File: config.mk
export PLATFORM = sky130hd
export DESIGN_NAME = dispatch_credit_sched
export DESIGN_NICKNAME = d
export VERILOG_FILES = /design/src/rtl/dispatch_credit_sched_pkg.sv /design/src/rtl/dispatch_grant_chain.sv /design/src/rtl/dispatch_credit_sched.sv
export SDC_FILE = /design/constraint.sdc
export NUM_CORES = 1
export LEC_CHECK = 0
export CAP_MARGIN = 20
export CELL_PAD_IN_SITES_DETAIL_PLACEMENT = 1
export CELL_PAD_IN_SITES_GLOBAL_PLACEMENT = 2
export CORE_AREA = 4 4 142 144
export CTS_CLUSTER_DIAMETER = 120
export DETAILED_ROUTE_END_ITERATION = 6
export DIE_AREA = 0 0 146 148
export PLACE_DENSITY_LB_ADDON = 0.08
export SETUP_SLACK_MARGIN = 0.1
export SYNTH_ARGS = -nofsm -noshare
export SYNTH_HDL_FRONTEND = slang
export SYNTH_HIERARCHICAL = 1
export SYNTH_SLANG_ARGS = --single-unit
File: constraint.sdc
create_clock -name Clk -period 18.88 [get_ports Clk]
set_input_delay 2.832 -clock Clk [delete_from_list [all_inputs] [get_ports Clk]]
set_output_delay 2.832 -clock Clk [all_outputs]
set_load 0.01 [all_outputs]
File: src/rtl/dispatch_credit_sched_pkg.sv
// Shared definitions for the dispatch credit scheduler: unit classes, RS ordering and the
// class-to-RS mapping.
package dispatch_credit_sched_pkg;

  typedef enum logic [2:0] {
    ClsAlu  = 3'd0,
    ClsBru  = 3'd1,
    ClsCsru = 3'd2,
    ClsDiv  = 3'd3,
    ClsMul  = 3'd4,
    ClsLsu  = 3'd5,
    ClsRsvd = 3'd6,
    ClsNop  = 3'd7
  } way_class_e;

  localparam int unsigned NumRs          = 7;
  localparam int unsigned NumWays        = 4;
  localparam int unsigned RsDepthDefault = 4;

  localparam logic [2:0] RsAlu1 = 3'd0;
  localparam logic [2:0] RsAlu2 = 3'd1;
  localparam logic [2:0] RsBru  = 3'd2;
  localparam logic [2:0] RsCsru = 3'd3;
  localparam logic [2:0] RsDiv  = 3'd4;
  localparam logic [2:0] RsMul  = 3'd5;
  localparam logic [2:0] RsLsu  = 3'd6;

  // ALU ways are steered separately; the ALU1 default here is never used for them.
  function automatic logic [2:0] class_to_rs(way_class_e cls);
    logic [2:0] rs;
    case (cls)
      ClsBru:  rs = RsBru;
      ClsCsru: rs = RsCsru;
      ClsDiv:  rs = RsDiv;
      ClsMul:  rs = RsMul;
      ClsLsu:  rs = RsLsu;
      default: rs = RsAlu1;
    endcase
    return rs;
  endfunction

endpackage

File: src/rtl/dispatch_grant_chain.sv
// Combinational in-order grant chain over the four decoded ways, with ALU1/ALU2 steering.
// Reports the credits left after this cycle's grants and whether a granted ALU way tie-broke.
module dispatch_grant_chain
  import dispatch_credit_sched_pkg::*;
#(
  parameter int unsigned CW   = 3,
  parameter int unsigned ROBW = 7
) (
  input  logic [NumWays-1:0]          way_valid_i,
  input  logic [3*NumWays-1:0]        way_class_i,
  input  logic [NumWays-1:0]          way_write_i,
  input  logic [ROBW-1:0]             rob_free_i,
  input  logic [ROBW-1:0]             free_reg_i,
  input  logic [NumRs-1:0][CW-1:0]    credit_i,
  input  logic                        alu_ptr_i,
  output logic [NumWays-1:0]          grant_o,
  output logic [NumWays-1:0]          alu_sel_o,
  output logic [NumRs-1:0][CW-1:0]    credit_left_o,
  output logic                        tie_used_o
);

  logic [NumRs-1:0][CW-1:0] rem;
  logic [ROBW-1:0]          wr_cnt;
  logic [ROBW-1:0]          wr_next;
  logic                     blocked;
  logic                     way_ok;
  logic                     pool;
  logic                     tie;
  logic [2:0]               rs_idx;
  way_class_e               cls;

  always_comb begin
    rem        = credit_i;
    grant_o    = '0;
    alu_sel_o  = '0;
    tie_used_o = 1'b0;
    wr_cnt     = '0;
    wr_next    = '0;
    blocked    = 1'b0;
    way_ok     = 1'b0;
    pool       = 1'b0;
    tie        = 1'b0;
    rs_idx     = '0;
    cls        = ClsNop;
    for (int i = 0; i < NumWays; i++) begin
      cls     = way_class_e'(way_class_i[3*i +: 3]);
      wr_next = wr_cnt + ROBW'(way_write_i[i]);
      way_ok  = !blocked && way_valid_i[i] && (ROBW'(i + 1) <= rob_free_i) &&
                (wr_next <= free_reg_i);
      pool    = 1'b0;
      tie     = 1'b0;
      rs_idx  = class_to_rs(cls);
      case (cls)
        ClsAlu: begin
          if (rem[RsAlu1] > rem[RsAlu2]) begin
            pool = 1'b0;
          end else if (rem[RsAlu1] < rem[RsAlu2]) begin
            pool = 1'b1;
          end else begin
            pool = alu_ptr_i;
            tie  = 1'b1;
          end
          rs_idx = pool ? RsAlu2 : RsAlu1;
          way_ok = way_ok && (rem[rs_idx] != '0);
        end
        ClsNop:  ;
        ClsRsvd: way_ok = 1'b0;
        default: way_ok = way_ok && (rem[rs_idx] != '0);
      endcase
      if (way_ok) begin
        grant_o[i] = 1'b1;
        wr_cnt     = wr_next;
        if (cls != ClsNop) rem[rs_idx] = rem[rs_idx] - CW'(1);
        if (cls == ClsAlu) begin
          alu_sel_o[i] = pool;
          tie_used_o   = tie_used_o | tie;
        end
      end else begin
        blocked = 1'b1;
      end
    end
    credit_left_o = rem;
  end

endmodule

File: src/rtl/dispatch_credit_sched.sv
// Dispatch credit scheduler: per-RS credit counters, ALU tie-break pointer and sticky overflow
// flag around the combinational grant chain.
module dispatch_credit_sched
  import dispatch_credit_sched_pkg::*;
#(
  parameter int unsigned RS_DEPTH = RsDepthDefault,
  parameter int unsigned CW       = 3,
  parameter int unsigned ROBW     = 7
) (
  input  logic                 Clk,
  input  logic                 Rest,
  input  logic                 DispatchFlash,
  input  logic [3:0]           WayValid,
  input  logic [11:0]          WayClass,
  input  logic [3:0]           WayWrite,
  input  logic [ROBW-1:0]      RobFreeNumb,
  input  logic [ROBW-1:0]      FreeRegNumb,
  input  logic [13:0]          RsRelease,
  output logic [3:0]           WayGrant,
  output logic [3:0]           WayAluSel,
  output logic [2:0]           GrantCount,
  output logic                 DispatchStop,
  output logic                 CreditErr
);

  logic [NumRs-1:0][CW-1:0] credit_q, credit_d, credit_left;
  logic                     alu_ptr_q, alu_ptr_d;
  logic                     credit_err_q, credit_err_d;
  logic [3:0]               grant, alu_sel;
  logic                     tie_used;
  logic                     hold;
  logic                     ovf;
  logic [CW:0]              sum;

  dispatch_grant_chain #(
    .CW   (CW),
    .ROBW (ROBW)
  ) u_grant_chain (
    .way_valid_i   (WayValid),
    .way_class_i   (WayClass),
    .way_write_i   (WayWrite),
    .rob_free_i    (RobFreeNumb),
    .free_reg_i    (FreeRegNumb),
    .credit_i      (credit_q),
    .alu_ptr_i     (alu_ptr_q),
    .grant_o       (grant),
    .alu_sel_o     (alu_sel),
    .credit_left_o (credit_left),
    .tie_used_o    (tie_used)
  );

  assign hold = Rest | DispatchFlash;

  always_comb begin
    WayGrant     = hold ? '0 : grant;
    WayAluSel    = hold ? '0 : alu_sel;
    DispatchStop = hold ? 1'b0 : |(WayValid & ~grant);
    GrantCount   = '0;
    for (int i = 0; i < 4; i++) GrantCount = GrantCount + 3'(WayGrant[i]);
  end

  // Release is added on top of the post-grant credit; overflow clamps and latches the error.
  always_comb begin
    credit_d     = credit_q;
    ovf          = 1'b0;
    sum          = '0;
    for (int r = 0; r < NumRs; r++) begin
      sum = {1'b0, credit_left[r]} + (CW+1)'(RsRelease[2*r +: 2]);
      if (sum > (CW+1)'(RS_DEPTH)) begin
        credit_d[r] = CW'(RS_DEPTH);
        ovf         = 1'b1;
      end else begin
        credit_d[r] = sum[CW-1:0];
      end
    end
    credit_err_d = credit_err_q | ovf;
    alu_ptr_d    = alu_ptr_q ^ tie_used;
    if (DispatchFlash) begin
      credit_d     = {NumRs{CW'(RS_DEPTH)}};
      credit_err_d = credit_err_q;
      alu_ptr_d    = 1'b0;
    end
  end

  always_ff @(posedge Clk) begin
    if (Rest) begin
      credit_q     <= {NumRs{CW'(RS_DEPTH)}};
      alu_ptr_q    <= 1'b0;
      credit_err_q <= 1'b0;
    end else begin
      credit_q     <= credit_d;
      alu_ptr_q    <= alu_ptr_d;
      credit_err_q <= credit_err_d;
    end
  end

  assign CreditErr = credit_err_q;

endmodule
==> out/metrics.cfg, run 1 <==
[outcome]
status = finished clean

[sta]
hold_viol_final = 0
final.min_clock_period_ps = 17990
finalSetupTns_ps = 0
slew_viol_final = 0
rsz0062_at_grt = no
slew_headroom_pct = 29.0
clock.fmax_ghz = 0.0556
min_period_over_period_pct = 95.3
tightestPinTransition_ps = 1040
clock-skew-final_ps = 3.75
finalSetupViolCount = 0
holdWs_ps = 505

[setup_path]
critical_path_depth = 49
required_ps = 16050
worst_ep_arrival_time_ps = 15160
cp_top_family = compound AO/OA/AOI/OAI gates
critPathMaxFanout = 15
startpoint_type = input pin
crit_buf_inv = 6
cp-end-kind = output pin
max_stage_delay_ps = 650
slowest_stage = clkdlybuf4s50_1
rr_worst_depth = 56
crit_type = in -> out
crit_top_cell = ha_1

[job]
drv_cap = 0

[synth]
yosysSeqAreaShare_pct = 7.31
synth-edff-count = 0
yosys_warnings = 6
syn_inst = 900
synth_nets = 1012
ys_types = 96
netlist_area_um2 = 6290
async_flop_share_pct = 0
synthFlopType = dfxtp_1
synth-seq-cells = 23
syn_avg_cell_area_um2 = 6.99

[floorplan]
rows = 50
dieArea_um2 = 21600
core-area_um2 = 18700
die_w_um = 146
die-height_um = 148
start_util_pct = 33.7
io_pins = 64

[power]
power.leakage_nw = 3.19
pwr-share-seq_pct = 15.2
switching_share_pct = 51.5
p_int_mw = 0.181
clock_power_share_pct = 12.1
power_density_nw_per_um2 = 51.1
peakVddDrop_uv = 32.6
p_comb_share_pct = 72.7
power_switching_mw = 0.193

[placed_design]
dp.final_hpwl_um = 23800
place_area_um2 = 7160
gp_congestion = 0.974
port_buffers = 63
post-place-cells = 1177

[final_layout]
area_growth_pct = 16.2
finalNonFillerCells = 1183
drive_above_1_share_pct = 9.59
design_area_um2 = 7310
antenna_cells = 0
fin_nets = 1062

[routing]
antenna_left = 0
wl_um = 28900
vias_per_cell = 6.20
route.detailed.drc = 0
first_pass_iters = 5
via_count = 7334
drt_iter0_markers = 494
avgRoutedWirePerCell_um = 24.4

[global_routing]
grt_max_degree = 21
grt_pass1_vias = 7450
grt_pass1_wl_um = 44000
top_usage_layer = met2
antenna_found_initial = 1
grt_remaining_overflow = 0
gr-usage-met2_pct = 42.6
grt.met1_usage_pct = 34.3
grt.met3_usage_pct = 2.82
grtUsageTotal_pct = 25.6

[min_path]
hp-class = reg -> reg
holdPathStages = 2

[clocking]
insertion_delay_ps = 250
hold_buffers = 0
clock_sinks = 23
clk_path_buf_depth = 2
tritoncts = done
cts_buffers = 3
clk_pin_slew_ps = 60
root_buffer = clkbuf_16
htree_levels = 1

metrics by stage:
stage               total power, mW  utilization, %  worst slack (ps)
finish                        0.374            39.1               891
global route                  0.402            39.1               108
CTS                           0.366            38.7               173
detailed placement            0.319            38.3               220
global placement              0.313            38.3               763
floorplan                     0.233               -              2250
what timing repair did:
action / in CTS / in global routing
setup endpoints to repair: 0 / 6
gates resized for setup: 0 / 16
setup buffers: 0 / 1
state kept, by name, indices dropped and copies added (netlist names):
| name | cells |
|---|---|
| alu_ptr_q | 1 |
| credit_q | 21 |
| CreditErr | 1 |
metal layers:
| metal | share of wire, % | routed length, um |
|---|---|---|
| met4 | 3.9 | 1130 |
| met5 | 0.045 | 13 |
| met3 | 5.4 | 1550 |
| met2 | 46 | 13300 |
| met1 | 45 | 12900 |
synth_stat cells, types with 20 or more instances:
cell type	instances	area [um^2]
a21oi_1	42	210
nor3_1	35	175
ha_1	53	663
dfxtp_1	23	460
nor2_1	84	315
nand2_1	89	334
clkbuf_1	20	75.1
nand3_1	32	160
o21ai_0	50	250
nor2b_1	20	125
inv_1	79	297
mux2i_1	47	470
cell usage in the layout, fill, tap and decap left out, types with 8 or more instances in the layout:
cell type / instances
a21o_1: 16
a21oi_1: 41
a31oi_1: 14
and2_1: 13
and3_1: 16
buf_4: 16
clkdlybuf4s50_1: 62
dfxtp_1: 23
fa_1: 8
ha_1: 53
inv_1: 79
mux2_2: 14
mux2i_1: 47
nand2_1: 89
nand2b_1: 18
nand3_1: 32
nand4_1: 9
nor2_1: 82
nor2b_1: 20
nor3_1: 33
o211ai_1: 11
o21ai_0: 50
or2_2: 8
xor2_1: 9
kinds of logic after synthesis:
| logic type | after synthesis | share of synthesized area, % |
|---|---|---|
| adders and majority gates | 61 | 13.1 |
| DFF | 23 | 7.31 |
| muxes | 62 | 10.2 |
| buffers and inverters | 116 | 7.71 |
| and+or+nand+nor | 369 | 29.8 |
| AOI/OAI and AO/OA | 251 | 29.1 |
| xor gates and xnor gates | 18 | 2.74 |
tightest hold or removal path: stages (launching register included):
cell	delay (ps)
dfxtp_1	320
inv_1	80
a221oi_2	60
final cells by class:
cell class	instances	area, um^2
inverters	81	307
well taps	234	293
repair buffers	80	761
flip-flops and latches	23	460
multi-input cells	761	5420
clock buffers	4	78.8
fillers	2384	11400
power by group through the flow:
stage                     logic [mW]  clock network [mW]  registers, mW
after floorplan                0.179                   0         0.0544
after global placement         0.256                   0         0.0577
after detailed placement       0.262                   0         0.0576
after CTS                      0.264              0.0460         0.0565
after global routing           0.297              0.0483         0.0568
final                          0.272              0.0452         0.0567
path summary, 6_finish.rpt:
check / startpoint / endpoint / slack (ps)
setup / recovery: WayClass[1] / GrantCount[1] / 890
hold / removal: CreditErr$_SDFFE_PP0N_ / CreditErr$_SDFFE_PP0N_ / 500
setup reg to reg: credit_q[2]$_SDFF_PP1_ / CreditErr$_SDFFE_PP0N_ / 5110
hold reg to reg: CreditErr$_SDFFE_PP0N_ / CreditErr$_SDFFE_PP0N_ / 500
Power figures use the tool's default switching activity.
==> run 2, diff against run 1 <==
- CAP_MARGIN: 20 -> not set
==> out/metrics.cfg, run 2 (synthesis results as in run 1) <==
[outcome]
status = finished clean

[sta]
tightestPinTransition_ps = 1030  ; -13.2 ps
clock-skew-final_ps = 2.87  ; -0.885 ps
min_period_over_period_pct = 95.1  ; -0.14 points
worst_slack_ps = 917  ; +26.1 ps
finalSetupTns_ps = 0  ; unchanged
holdWs_ps = 505  ; -0.141 ps
finalSetupViolCount = 0  ; unchanged
rsz0062_at_grt = no
clock.fmax_ghz = 0.0557  ; +0.15%
slew_viol_final = 0  ; unchanged
final.min_clock_period_ps = 17960  ; -26.1 ps
hold_viol_final = 0  ; unchanged
slew_headroom_pct = 29.9  ; +0.90 points

[routing]
vias_per_cell = 6.23  ; +0.45%
drt-met1-wl_um = 13000  ; +0.47%
wl_um = 28900  ; about the same
first_pass_iters = 7  ; +2
met3_length_um = 1530  ; -1.4%
avgRoutedWirePerCell_um = 24.4  ; about the same
drt_iter0_markers = 494  ; unchanged
via_count = 7361  ; +0.37%
wl_met2_um = 13200  ; -0.51%
top_layer = met5
antenna_left = 0  ; unchanged
route.detailed.drc = 0  ; unchanged

[final_layout]
fin_util_pct = 39.1  ; -0.040 points
largest-register = credit_q
largest_register_ffs = 21  ; unchanged
drive_above_1_share_pct = 9.49  ; -0.095 points
antenna_cells = 0  ; unchanged
fin_nets = 1061  ; -0.094%
mostFrequentLayoutCells = nand2_1, nor2_1, inv_1
area_growth_pct = 16.1
fillers = 2378  ; -0.25%
final_common_cell = nand2_1

[setup_path]
cp-end-kind = output pin
required_ps = 16050  ; about the same
crit_top_cell = ha_1
critPathMaxFanout = 10  ; -5
reg2reg_slack_ps = 5100  ; about the same
max_stage_delay_ps = 670  ; +20 ps
slowest_stage = clkdlybuf4s50_1
reg2reg_from = credit_q[2]$_SDFF_PP1_
worst_ep_arrival_time_ps = 15130  ; -30 ps
crit_type = in -> out
rr_endpoint = CreditErr$_SDFFE_PP0N_
startpoint_type = input pin
rr_worst_depth = 56  ; unchanged

[power]
p_int_mw = 0.181  ; about the same
power_switching_mw = 0.193  ; about the same
power.leakage_nw = 3.18  ; -0.15%
pwr-share-seq_pct = 15.2  ; about the same
p_comb_share_pct = 72.8  ; about the same
clock_power_share_pct = 12.0  ; about the same
switching_share_pct = 51.6  ; about the same
power_density_nw_per_um2 = 51.1  ; about the same
peakVddDrop_uv = 32.3  ; -0.83%

[clocking]
tritoncts = done
clock_sinks = 23  ; unchanged
clk_path_buf_depth = 2  ; unchanged
root_buffer = clkbuf_16
htree_levels = 1  ; unchanged
insertion_delay_ps = 250  ; about the same
cts_buffers = 3  ; unchanged
clk_pin_slew_ps = 60  ; about the same

[placed_design]
port_buffers = 63  ; unchanged
pre_cts_ws_ps = 220  ; unchanged
dp.final_hpwl_um = 23800  ; unchanged
gp_congestion = 0.974  ; unchanged

[floorplan]
io_pins = 64  ; unchanged
die-height_um = 148  ; unchanged
rows = 50  ; unchanged
dieArea_um2 = 21600  ; unchanged
start_util_pct = 33.7  ; unchanged
die_w_um = 146  ; unchanged
core-area_um2 = 18700  ; unchanged

[global_routing]
grt_max_degree = 21  ; unchanged
grtUsageTotal_pct = 25.6  ; unchanged
grt_pass1_wl_um = 44000  ; unchanged
grt_remaining_overflow = 0  ; unchanged
grt_pass1_vias = 7450  ; unchanged
antenna_found_initial = 1  ; unchanged

[job]
drv_cap = 0  ; unchanged

[min_path]
worstHoldStart = CreditErr$_SDFFE_PP0N_
hp-class = reg -> reg
holdPathStages = 2  ; unchanged
whs_endpoint = CreditErr$_SDFFE_PP0N_

[run 2: cell count changes in the layout (fill, tap and decap cells not counted)]
cell | previous run | this run
clkbuf_4 | 1 | 0
[run 2: critical path, delay by kind of cell]
family / cells / cell delay (ps)
AO/OA/AOI/OAI: 20 / 4250
multiplexers: 4 / 1310
buffers and inverters: 8 / 1870
AND/OR/NAND/NOR: 11 / 1810
XOR/XNOR: 1 / 170
adder cells (fa/ha/maj): 9 / 2890
[run 2: what timing repair did]
| action | in CTS | in global routing |
|---|---|---|
| hold buffers | 0 | 0 |
| buffers inserted | 0 | 1 |
| setup endpoints to repair | 0 | 6 |
| resized for setup | 0 | 16 |
[run 2: how the worst max path moves through the flow]
stage          depth (start not counted)       endpoint   startpoint  slack [ps]
6_report                              53  GrantCount[1]  WayClass[0]         920
3_3_place_gp                          50  GrantCount[1]  WayClass[1]         760
5_1_grt                               55  GrantCount[1]  WayClass[0]         110
4_1_cts                               48  GrantCount[1]  WayClass[2]         170
2_1_floorplan                         55  GrantCount[1]  WayClass[0]        2250
3_5_place_dp                          48  GrantCount[1]  WayClass[1]         220
[run 2: per-layer routing]
layer,vias to the layer above,track usage (%)
met4,2,9.17
met1,3638,34.3
met5,-,0
li1,3398,-
met3,66,2.82
met2,257,42.6
[run 2: final cells by class]
type | instances | area (um^2) | share of cell area (%)
multi-input cells | 761 | 5420 | 74.1
repair buffers | 79 | 753 | 10.3
flip-flops and latches | 23 | 460 | 6.30
inverters | 81 | 307 | 4.20
well taps | 234 | 293 | 4.01
clock buffers | 4 | 78.8 | 1.08
[run 2: power groups by stage]
stage | Sequential (mW) | Clock, mW | Combinational [mW]
final | 0.0567 | 0.0450 | 0.272
after global routing | 0.0568 | 0.0483 | 0.297
after floorplan | 0.0544 | 0 | 0.179
after detailed placement | 0.0576 | 0 | 0.262
after CTS | 0.0565 | 0.0460 | 0.264
after global placement | 0.0577 | 0 | 0.256
[run 2: per-stage QoR]
stage               area, um^2  power [mW]  instances
floorplan                 6290       0.233        900
global placement          7160       0.313       1177
detailed placement        7160       0.319       1177
CTS                       7240       0.366       1181
global route              7310       0.402       1182
finish                    7310       0.374       1182
